$ cat src/rtl/router_pkg.sv
// router_pkg: shared router constants, port one-hots and arbiter state encoding.
package router_pkg;
    localparam int NUM_PORTS = 4;
    typedef enum logic {IDLE = 1'b0, LOCKED = 1'b1} arb_state_t;
    localparam logic [NUM_PORTS-1:0] PORT0 = 4'b0001;
    localparam logic [NUM_PORTS-1:0] PORT1 = 4'b0010;
    localparam logic [NUM_PORTS-1:0] PORT2 = 4'b0100;
    localparam logic [NUM_PORTS-1:0] PORT3 = 4'b1000;
endpackage

$ cat src/rtl/rr_packet_arbiter_if.sv
// rr_packet_arbiter_if: requester/channel handshake bundle for the packet arbiter.
interface rr_packet_arbiter_if;
    import router_pkg::*;
    logic [NUM_PORTS-1:0] req;
    logic [NUM_PORTS-1:0] tail;
    logic [NUM_PORTS-1:0] grant;
    logic [NUM_PORTS-1:0] fire;
    logic [NUM_PORTS-1:0] ptr;
    logic                 out_ready;
    logic                 busy;
    modport master(output req, tail, out_ready, input grant, fire, busy, ptr);
    modport slave(input req, tail, out_ready, output grant, fire, busy, ptr);
endinterface

$ cat src/rtl/rr_pick.sv
// rr_pick: one-hot round-robin pick of the first request at or above ptr, with wrap.
import router_pkg::*;
module rr_pick #(
    parameter int N = NUM_PORTS
) (
    input  logic [N-1:0] req,
    input  logic [N-1:0] ptr,
    output logic [N-1:0] winner,
    output logic         any_req
);
    logic [2*N-1:0] dbl;
    logic [2*N-1:0] hit;
    // Subtracting ptr clears everything below it; the upper copy supplies the wrap.
    assign dbl     = {req, req};
    assign hit     = dbl & ~(dbl - {{N{1'b0}}, ptr});
    assign winner  = hit[N-1:0] | hit[2*N-1:N];
    assign any_req = |req;
endmodule

$ cat src/rtl/rr_packet_arbiter.sv
// rr_packet_arbiter: whole-packet round-robin arbiter for one output channel.
import router_pkg::*;
module rr_packet_arbiter #(
    parameter int N = NUM_PORTS
) (
    input logic clk,
    input logic rst_n,
    rr_packet_arbiter_if.slave bus
);
    arb_state_t   state;
    logic [N-1:0] grant;
    logic [N-1:0] ptr;
    logic [N-1:0] winner;
    logic [N-1:0] fire;
    logic         any_req;
    logic         busy;
    rr_pick #(.N(N)) u_pick (
        .req(bus.req),
        .ptr(ptr),
        .winner(winner),
        .any_req(any_req)
    );
    assign fire      = grant & bus.req & {N{bus.out_ready}};
    assign bus.fire  = fire;
    assign bus.grant = grant;
    assign bus.busy  = busy;
    assign bus.ptr   = ptr;
    always_ff @(posedge clk) begin
        if (!rst_n) begin
            state <= IDLE;
            grant <= '0;
            busy  <= 1'b0;
            ptr   <= PORT0;
        end else if (state == IDLE) begin
            if (any_req) begin
                state <= LOCKED;
                grant <= winner;
                busy  <= 1'b1;
            end
        end else if (|(fire & bus.tail)) begin
            // Priority moves to the requester after the one whose packet just ended.
            state <= IDLE;
            grant <= '0;
            busy  <= 1'b0;
            ptr   <= {grant[N-2:0], grant[N-1]};
        end
    end
endmodule
$ cat src/flat_wrapper.sv
// flat-port wrapper written by rule: the top's interface ports become plain ports
module rr_packet_arbiter_flat 
#(
    parameter int N = NUM_PORTS
)
  (clk, rst_n, bus_req, bus_tail, bus_out_ready, bus_grant, bus_fire, bus_busy, bus_ptr);
  rr_packet_arbiter_if bus_i ();
  input logic clk;
  input logic rst_n;
  input wire logic [$bits(bus_i.req)-1:0] bus_req;
  input wire logic [$bits(bus_i.tail)-1:0] bus_tail;
  input wire logic [$bits(bus_i.out_ready)-1:0] bus_out_ready;
  output wire logic [$bits(bus_i.grant)-1:0] bus_grant;
  output wire logic [$bits(bus_i.fire)-1:0] bus_fire;
  output wire logic [$bits(bus_i.busy)-1:0] bus_busy;
  output wire logic [$bits(bus_i.ptr)-1:0] bus_ptr;
  assign bus_i.req = bus_req;
  assign bus_i.tail = bus_tail;
  assign bus_i.out_ready = bus_out_ready;
  assign bus_grant = bus_i.grant;
  assign bus_fire = bus_i.fire;
  assign bus_busy = bus_i.busy;
  assign bus_ptr = bus_i.ptr;
  rr_packet_arbiter #(.N(N)) u_core (.clk(clk), .rst_n(rst_n), .bus(bus_i));
endmodule
$ cat config.mk
export PLATFORM = sky130hd
export DESIGN_NAME = rr_packet_arbiter_flat
export DESIGN_NICKNAME = d
export VERILOG_FILES = /design/src/rtl/router_pkg.sv /design/src/rtl/rr_packet_arbiter_if.sv /design/src/rtl/rr_pick.sv /design/src/rtl/rr_packet_arbiter.sv /design/src/flat_wrapper.sv
export SDC_FILE = /design/constraint.sdc
export NUM_CORES = 1
export LEC_CHECK = 0
export CORE_UTILIZATION = 44
export DETAILED_ROUTE_END_ITERATION = 12
export PLACE_DENSITY = 0.79
export SYNTH_ARGS = -nofsm -noshare
export SYNTH_HDL_FRONTEND = slang
export SYNTH_SLANG_ARGS = --single-unit
$ cat constraint.sdc
create_clock -name clk -period 2.34 [get_ports clk]
set_input_delay 0.234 -clock clk [delete_from_list [all_inputs] [get_ports clk]]
set_output_delay 0.234 -clock clk [all_outputs]
set_load 0.05 [all_outputs]
==> impl_metrics.toml, run 1 <==
[run_status]
status = "finished, final reports clean"

[placed_design]
dpl_cell_area_um2 = 861
preCtsSetupSlack_ps = 304
io_buffers = 23
gp_congestion = 0.854
hpwlAfterDp_mm = 1.28

[final_layout]
diodes = 0
fin_util_pct = 75.6
syn_to_final_growth_pct = 49.4
multiInputGateArea_um2 = 385
final_common_cell = "clkdlybuf4s50_1"
regArea_um2 = 200
final_cell_mix = "19 x clkdlybuf4s50_1, 10 x dfxtp_1, 8 x a21oi_1, 7 x nor2b_1, 7 x buf_4"
drive_above_1_share_pct = 16.3
nNetsFinal = 114
design_area_um2 = 897
n_fill_cell = 98

[synthesis]
ys_types = 28
syn_inst = 68
synth_top_area_share_pct = 33.3
yosys-top-cells-area = "dfxtp_1 33%, nor2b_1 7.3%, a21oi_1 6.7%"
yosys.area.top_type = "dfxtp_1"
avgSynthCellArea_um2 = 8.83
netlist_area_um2 = 601
yosysWarnings = 0
ys_seq_area_share_pct = 33.3
ys_ff_latch = 10
synth_nets = 83

[floorplan]
row_count = 12
ios = 24
core-area_mm2 = 0.00119
die_area_mm2 = 0.00152
die_h_um = 38.9
initial_core_util_pct = 50.6
die_x_um = 38.9

[cts]
worst_skew_pair.late_latency_ps = 270
cts_buffers = 3
post-cts-setup-buffers = 0
h-tree-depth = 1
clock_path_buffers = 2
cts.clk_slew.worst_paths_ps = 70
cts.repair.resized = 0
cts_tree = "done"
cts_root_buffer = "clkbuf_4"
cts_hold_buffers = 0
cts.sinks = 10

[global_routing]
grt_antenna_before_repair = 0
grt_pass1_vias = 565
grt_start_max_net_pins = 10
grt_use_total_pct = 24.3
grt_pass1_wl_mm = 2.48
globalRouteOverflowTotal = 0

[drt]
postRouteAntennaNets = 0
vias_per_cell = 5.79
dr.pass1.iters = 4
drc_errors = 0
drt-wirelength-per-cell_um = 14.5
first_iter_violations = 17
vias = 649
wl_mm = 1.63

[sta]
post-route-period-util_pct = 75.7
relSlewSlack_pct = 66.0
fin_ws_ps = 568
drv_slew = 0
rsz0062_at_grt = "no"
period_minus_slack_ps = 1770
finalClockSkew_ps = 2.65
hold_viol = 0
finalSetupTns_ps = 0
fmax_mhz = 564
worst_pin_slew_ps = 509
setup_viol = 0

[run]
drv_cap = 0

[critical_path]
worstSetupEndpointType = "output pin"
path_delay_family = "buffers and inverters"
critPathSlowestCell = "clkdlybuf4s50_1"
arrival_ps = 1540
crit_type = "flip-flop to output pin"
cpPeakStageDelay_ps = 850
crit_fanout = 5
cp.required_ps = 2110
path_cells = "clkdlybuf4s50_1"
cp-start-kind = "flip-flop"
crit_buf_inv = 1

[power_and_ir_drop]
peakVddDrop_uv = 410
p_total_uw = 464
p_per_area_mw_per_mm2 = 518
leakage_uw = 0.000375

[worst_hold_path]
hold_class = "flip-flop to flip-flop"
-- synthesized netlist by cell type --
| cell type | count |
|---|---|
| xor2_1 | 1 |
| o41ai_1 | 1 |
| mux2i_1 | 1 |
| nand2b_1 | 2 |
| a21oi_1 | 8 |
| a211o_1 | 1 |
| o21bai_1 | 1 |
| a32o_2 | 2 |
| a32oi_1 | 1 |
| dfxtp_1 | 10 |
| nand4_1 | 5 |
| a21boi_1 | 1 |
| nor2b_1 | 7 |
| o21bai_2 | 1 |
| nor4_1 | 1 |
| nor2_1 | 2 |
| o21ai_0 | 1 |
| or4_1 | 1 |
| ha_1 | 3 |
| xnor2_1 | 1 |
| and2_1 | 2 |
| inv_1 | 4 |
| nand2_1 | 3 |
| a21o_1 | 1 |
| and3_1 | 4 |
| nor2_2 | 1 |
| a31o_2 | 1 |
| fa_1 | 1 |
-- layer usage --
layer | vias up | GRT usage, % | wire length, um
li1 | 312 | - | -
met1 | 297 | 30.5 | 725
met2 | 36 | 40.8 | 771
met3 | 4 | 3.47 | 112
met4 | 0 | 10.3 | 16
met5 | - | 0 | 0
-- sequential cells by signal, indices dropped and copies added (netlist names) --
name,count
u_core.bus.ptr,4
u_core.bus.busy,1
u_core.state,1
u_core.bus.grant,4
-- stage by stage --
stage / instances / hold WS [ps]
CTS: 112 / 498
floorplan: 68 / 296
finish: 112 / 489
global placement: 108 / 489
global route: 112 / 532
detailed placement: 108 / 471
-- logic make-up (layout without fill, tap and decap cells) --
logic type	after synthesis	after routing	share of synthesized area (%)
fa+ha+maj	4	4	9.58
compound gates	19	19	22.7
xor+xnor	2	2	2.92
mux	1	1	1.67
flops	10	10	33.3
buf+inv	4	34	2.50
simple gates	28	28	27.3
-- cell type report --
type                       count  share of cell area (%)
timing repair buffer          26                    27.1
inverter                       4                    1.67
tap                           14                    1.95
clock buffer                   4                    4.04
multi-input combinational     54                    43.0
sequential                    10                    22.3
-- where the power goes --
group / internal [uW] / total [uW] / switching, uW / leakage (uW)
combinational: 54.1 / 120 / 66.3 / 0.000272
clock: 94.5 / 156 / 61.3 / 0.0000210
sequential: 178 / 188 / 10.0 / 0.0000819
-- path summary, 6_finish.rpt --
| kind | from | end | slack [ps] | cells after the start |
|---|---|---|---|---|
| setup / recovery | u_core.bus.grant[3]$_SDFFE_PN0P_ | bus_grant[3] | 570 | 1 |
| hold / removal | u_core.bus.busy$_SDFFE_PN0P_ | u_core.bus.busy$_SDFFE_PN0P_ | 490 | 2 |
| setup reg to reg | u_core.bus.ptr[2]$_SDFFE_PN0P_ | u_core.bus.grant[1]$_SDFFE_PN0P_ | 600 | 7 |
| hold reg to reg | u_core.bus.busy$_SDFFE_PN0P_ | u_core.bus.busy$_SDFFE_PN0P_ | 490 | 2 |
(Power assumes the default switching activity.)
==> run 2: changes to the inputs <==
- CORE_UTILIZATION: 44 -> 41
- PLACE_DENSITY: 0.79 -> 0.74
- clock period: 2.34 -> 1.75 ns (I/O delays scaled with it)
==> run 2 against run 1 <==
Clock-buffer cell count decreased by 1. Sequential share of layout area decreased by 1.9 points. Global-route usage increased by 1.7 points. Combinational power increased by 53%. Final cell count increased by 5.4%. Clock skew increased by 2.7 ps. Clock power increased by 4%. Wire length increased by 12%. Highest routed layer is now met3.
==> impl_metrics.toml, run 2 (synthesis gave the netlist of run 1 again) <==
[drt]
dr.pass1.iters = 4
wl_mm = 1.82
drc_errors = 0
postRouteAntennaNets = 0
vias_per_cell = 5.58
drt-wirelength-per-cell_um = 15.4
first_iter_violations = 13
vias = 658

[critical_path]
reg2reg_from = "u_core.bus.ptr[2]$_SDFFE_PN0P_"
path_cells = "clkdlybuf4s50_1, ha_1, a21o_1, a31o_2, a211o_1, nand2_1, a32o_2"
worstReg2RegEnd = "u_core.bus.grant[1]$_SDFFE_PN0P_"
worst-r2r-cell-count = 7
worstSetupEndpointType = "flip-flop"
critPathSlowestCell = "clkdlybuf4s50_1"
crit_type = "input pin to flip-flop"
crit_fanout = 3
cp.required_ps = 1970
r2r_setup_slack_ps = 80
arrival_ps = 1920
cp-start-kind = "input pin"
cpPeakStageDelay_ps = 540

[floorplan]
die_h_um = 40.3
core-area_mm2 = 0.00133
initial_core_util_pct = 45.0
die_x_um = 40.3
die_area_mm2 = 0.00162
ios = 24
row_count = 13

[cts]
worst_skew_pair.late_latency_ps = 270
clock_path_buffers = 2
cts.clk_slew.worst_paths_ps = 70
cts_hold_buffers = 0
cts.sinks = 10
h-tree-depth = 1
cts_tree = "done"
cts_buffers = 3
cts_root_buffer = "clkbuf_4"
post-cts-setup-buffers = 0
cts.repair.resized = 0

[sta]
post-route-period-util_pct = 97.5
fin_hold_ws_ps = 477
rsz0062_at_grt = "no"
setup_viol = 0
worst_pin_slew_ps = 498
finalClockSkew_ps = 5.37
drv_slew = 0
relSlewSlack_pct = 66.7
fin_ws_ps = 43.5
period_minus_slack_ps = 1710
hold_viol = 0
fmax_mhz = 586

[worst_hold_path]
min_from = "u_core.bus.busy$_SDFFE_PN0P_"
holdPathEnd = "u_core.bus.busy$_SDFFE_PN0P_"
min_path_cells = 2
hold_class = "flip-flop to flip-flop"

[run]
drv_cap = 0

[global_routing]
grt_use_total_pct = 26.0
grt_pass1_vias = 598
grt_antenna_before_repair = 0
globalRouteOverflowTotal = 0
grt_start_max_net_pins = 10
grt_pass1_wl_mm = 2.70

[final_layout]
final_common_cell = "clkdlybuf4s50_1"
diodes = 0
n_fill_cell = 102
fin_util_pct = 74.9
syn_to_final_growth_pct = 66.3
drive_above_1_share_pct = 26.2
final_cell_mix = "19 x clkdlybuf4s50_1, 9 x buf_4, 7 x nor2b_1, 7 x a21oi_1, 7 x dfxtp_1"
reg.largest.list = "u_core.bus.grant x4, u_core.bus.ptr x4"
nNetsFinal = 120

[power_and_ir_drop]
p_per_area_mw_per_mm2 = 597
p_total_uw = 596
peakVddDrop_uv = 414
leakage_uw = 0.000414

[run_status]
status = "finished, final reports clean"

[placed_design]
preCtsSetupSlack_ps = -197
gp_congestion = 0.818
io_buffers = 23
hpwlAfterDp_mm = 1.40
run 2: cell types whose count changed in the layout (fill, tap and decap cells not counted), sizes merged:
| cell | previous run | this run |
|---|---|---|
| buf | 7 | 13 |
| clkbuf | 4 | 3 |
run 2: layer usage:
metal | global-route usage (%) | wire (um)
met1 | 32.3 | 832
met2 | 43.5 | 877
met3 | 10.6 | 106
met4 | 2.50 | 0
met5 | 0 | 0
run 2: final cells by class:
type / count / area, um^2 / share of cell area [%]
clock buffers: 3 / 22.5 / 2.26
inverters: 4 / 15.0 / 1.50
multi-input cells: 54 / 400 / 40.1
flip-flops and latches: 10 / 204 / 20.4
well taps: 15 / 18.8 / 1.88
repair buffers: 32 / 338 / 33.8
run 2: power breakdown:
group	switching [uW]	internal (uW)	total, uW
clock network	82.4	79.6	162
registers	12.9	238	251
logic	95.7	87.2	183
run 2: metrics by stage:
stage                     std cells  instance area [um^2]  TNS, ps
after floorplan                  68                   604    -95.7
after global placement          115                   961     -672
after detailed placement        115                   961     -760
after CTS                       118                   983        0
after global routing            118                   998        0
final                           118                   998        0
run 2: how the worst max path moves through the flow:
stage / from / to / slack (ps) / depth (start not counted)
6_report: bus_req[2] / u_core.bus.grant[1]$_SDFFE_PN0P_ / 40 / 7
5_1_grt: bus_req[2] / u_core.bus.grant[1]$_SDFFE_PN0P_ / 10 / 7
3_5_place_dp: bus_req[0] / u_core.bus.grant[2]$_SDFFE_PN0P_ / -200 / 7
3_3_place_gp: bus_req[0] / u_core.bus.grant[1]$_SDFFE_PN0P_ / -190 / 7
4_1_cts: u_core.bus.grant[2]$_SDFFE_PN0P_ / bus_grant[2] / 70 / 1
2_1_floorplan: u_core.bus.ptr[2]$_SDFFE_PN0P_ / u_core.bus.grant[1]$_SDFFE_PN0P_ / -100 / 7
run 2: critical path, delay by kind of cell:
family | cells | cell delay (ps)
adder cells (fa/ha/maj) | 1 | 270
AO/OA/AOI/OAI | 4 | 870
buffers and inverters | 1 | 540
AND/OR/NAND/NOR | 1 | 70
==> run 3: changes to the inputs <==
- ABC_AREA: not set -> 0
==> results of run 3 <==
The final DEF is identical to that of run 2; final timing and power are the same.
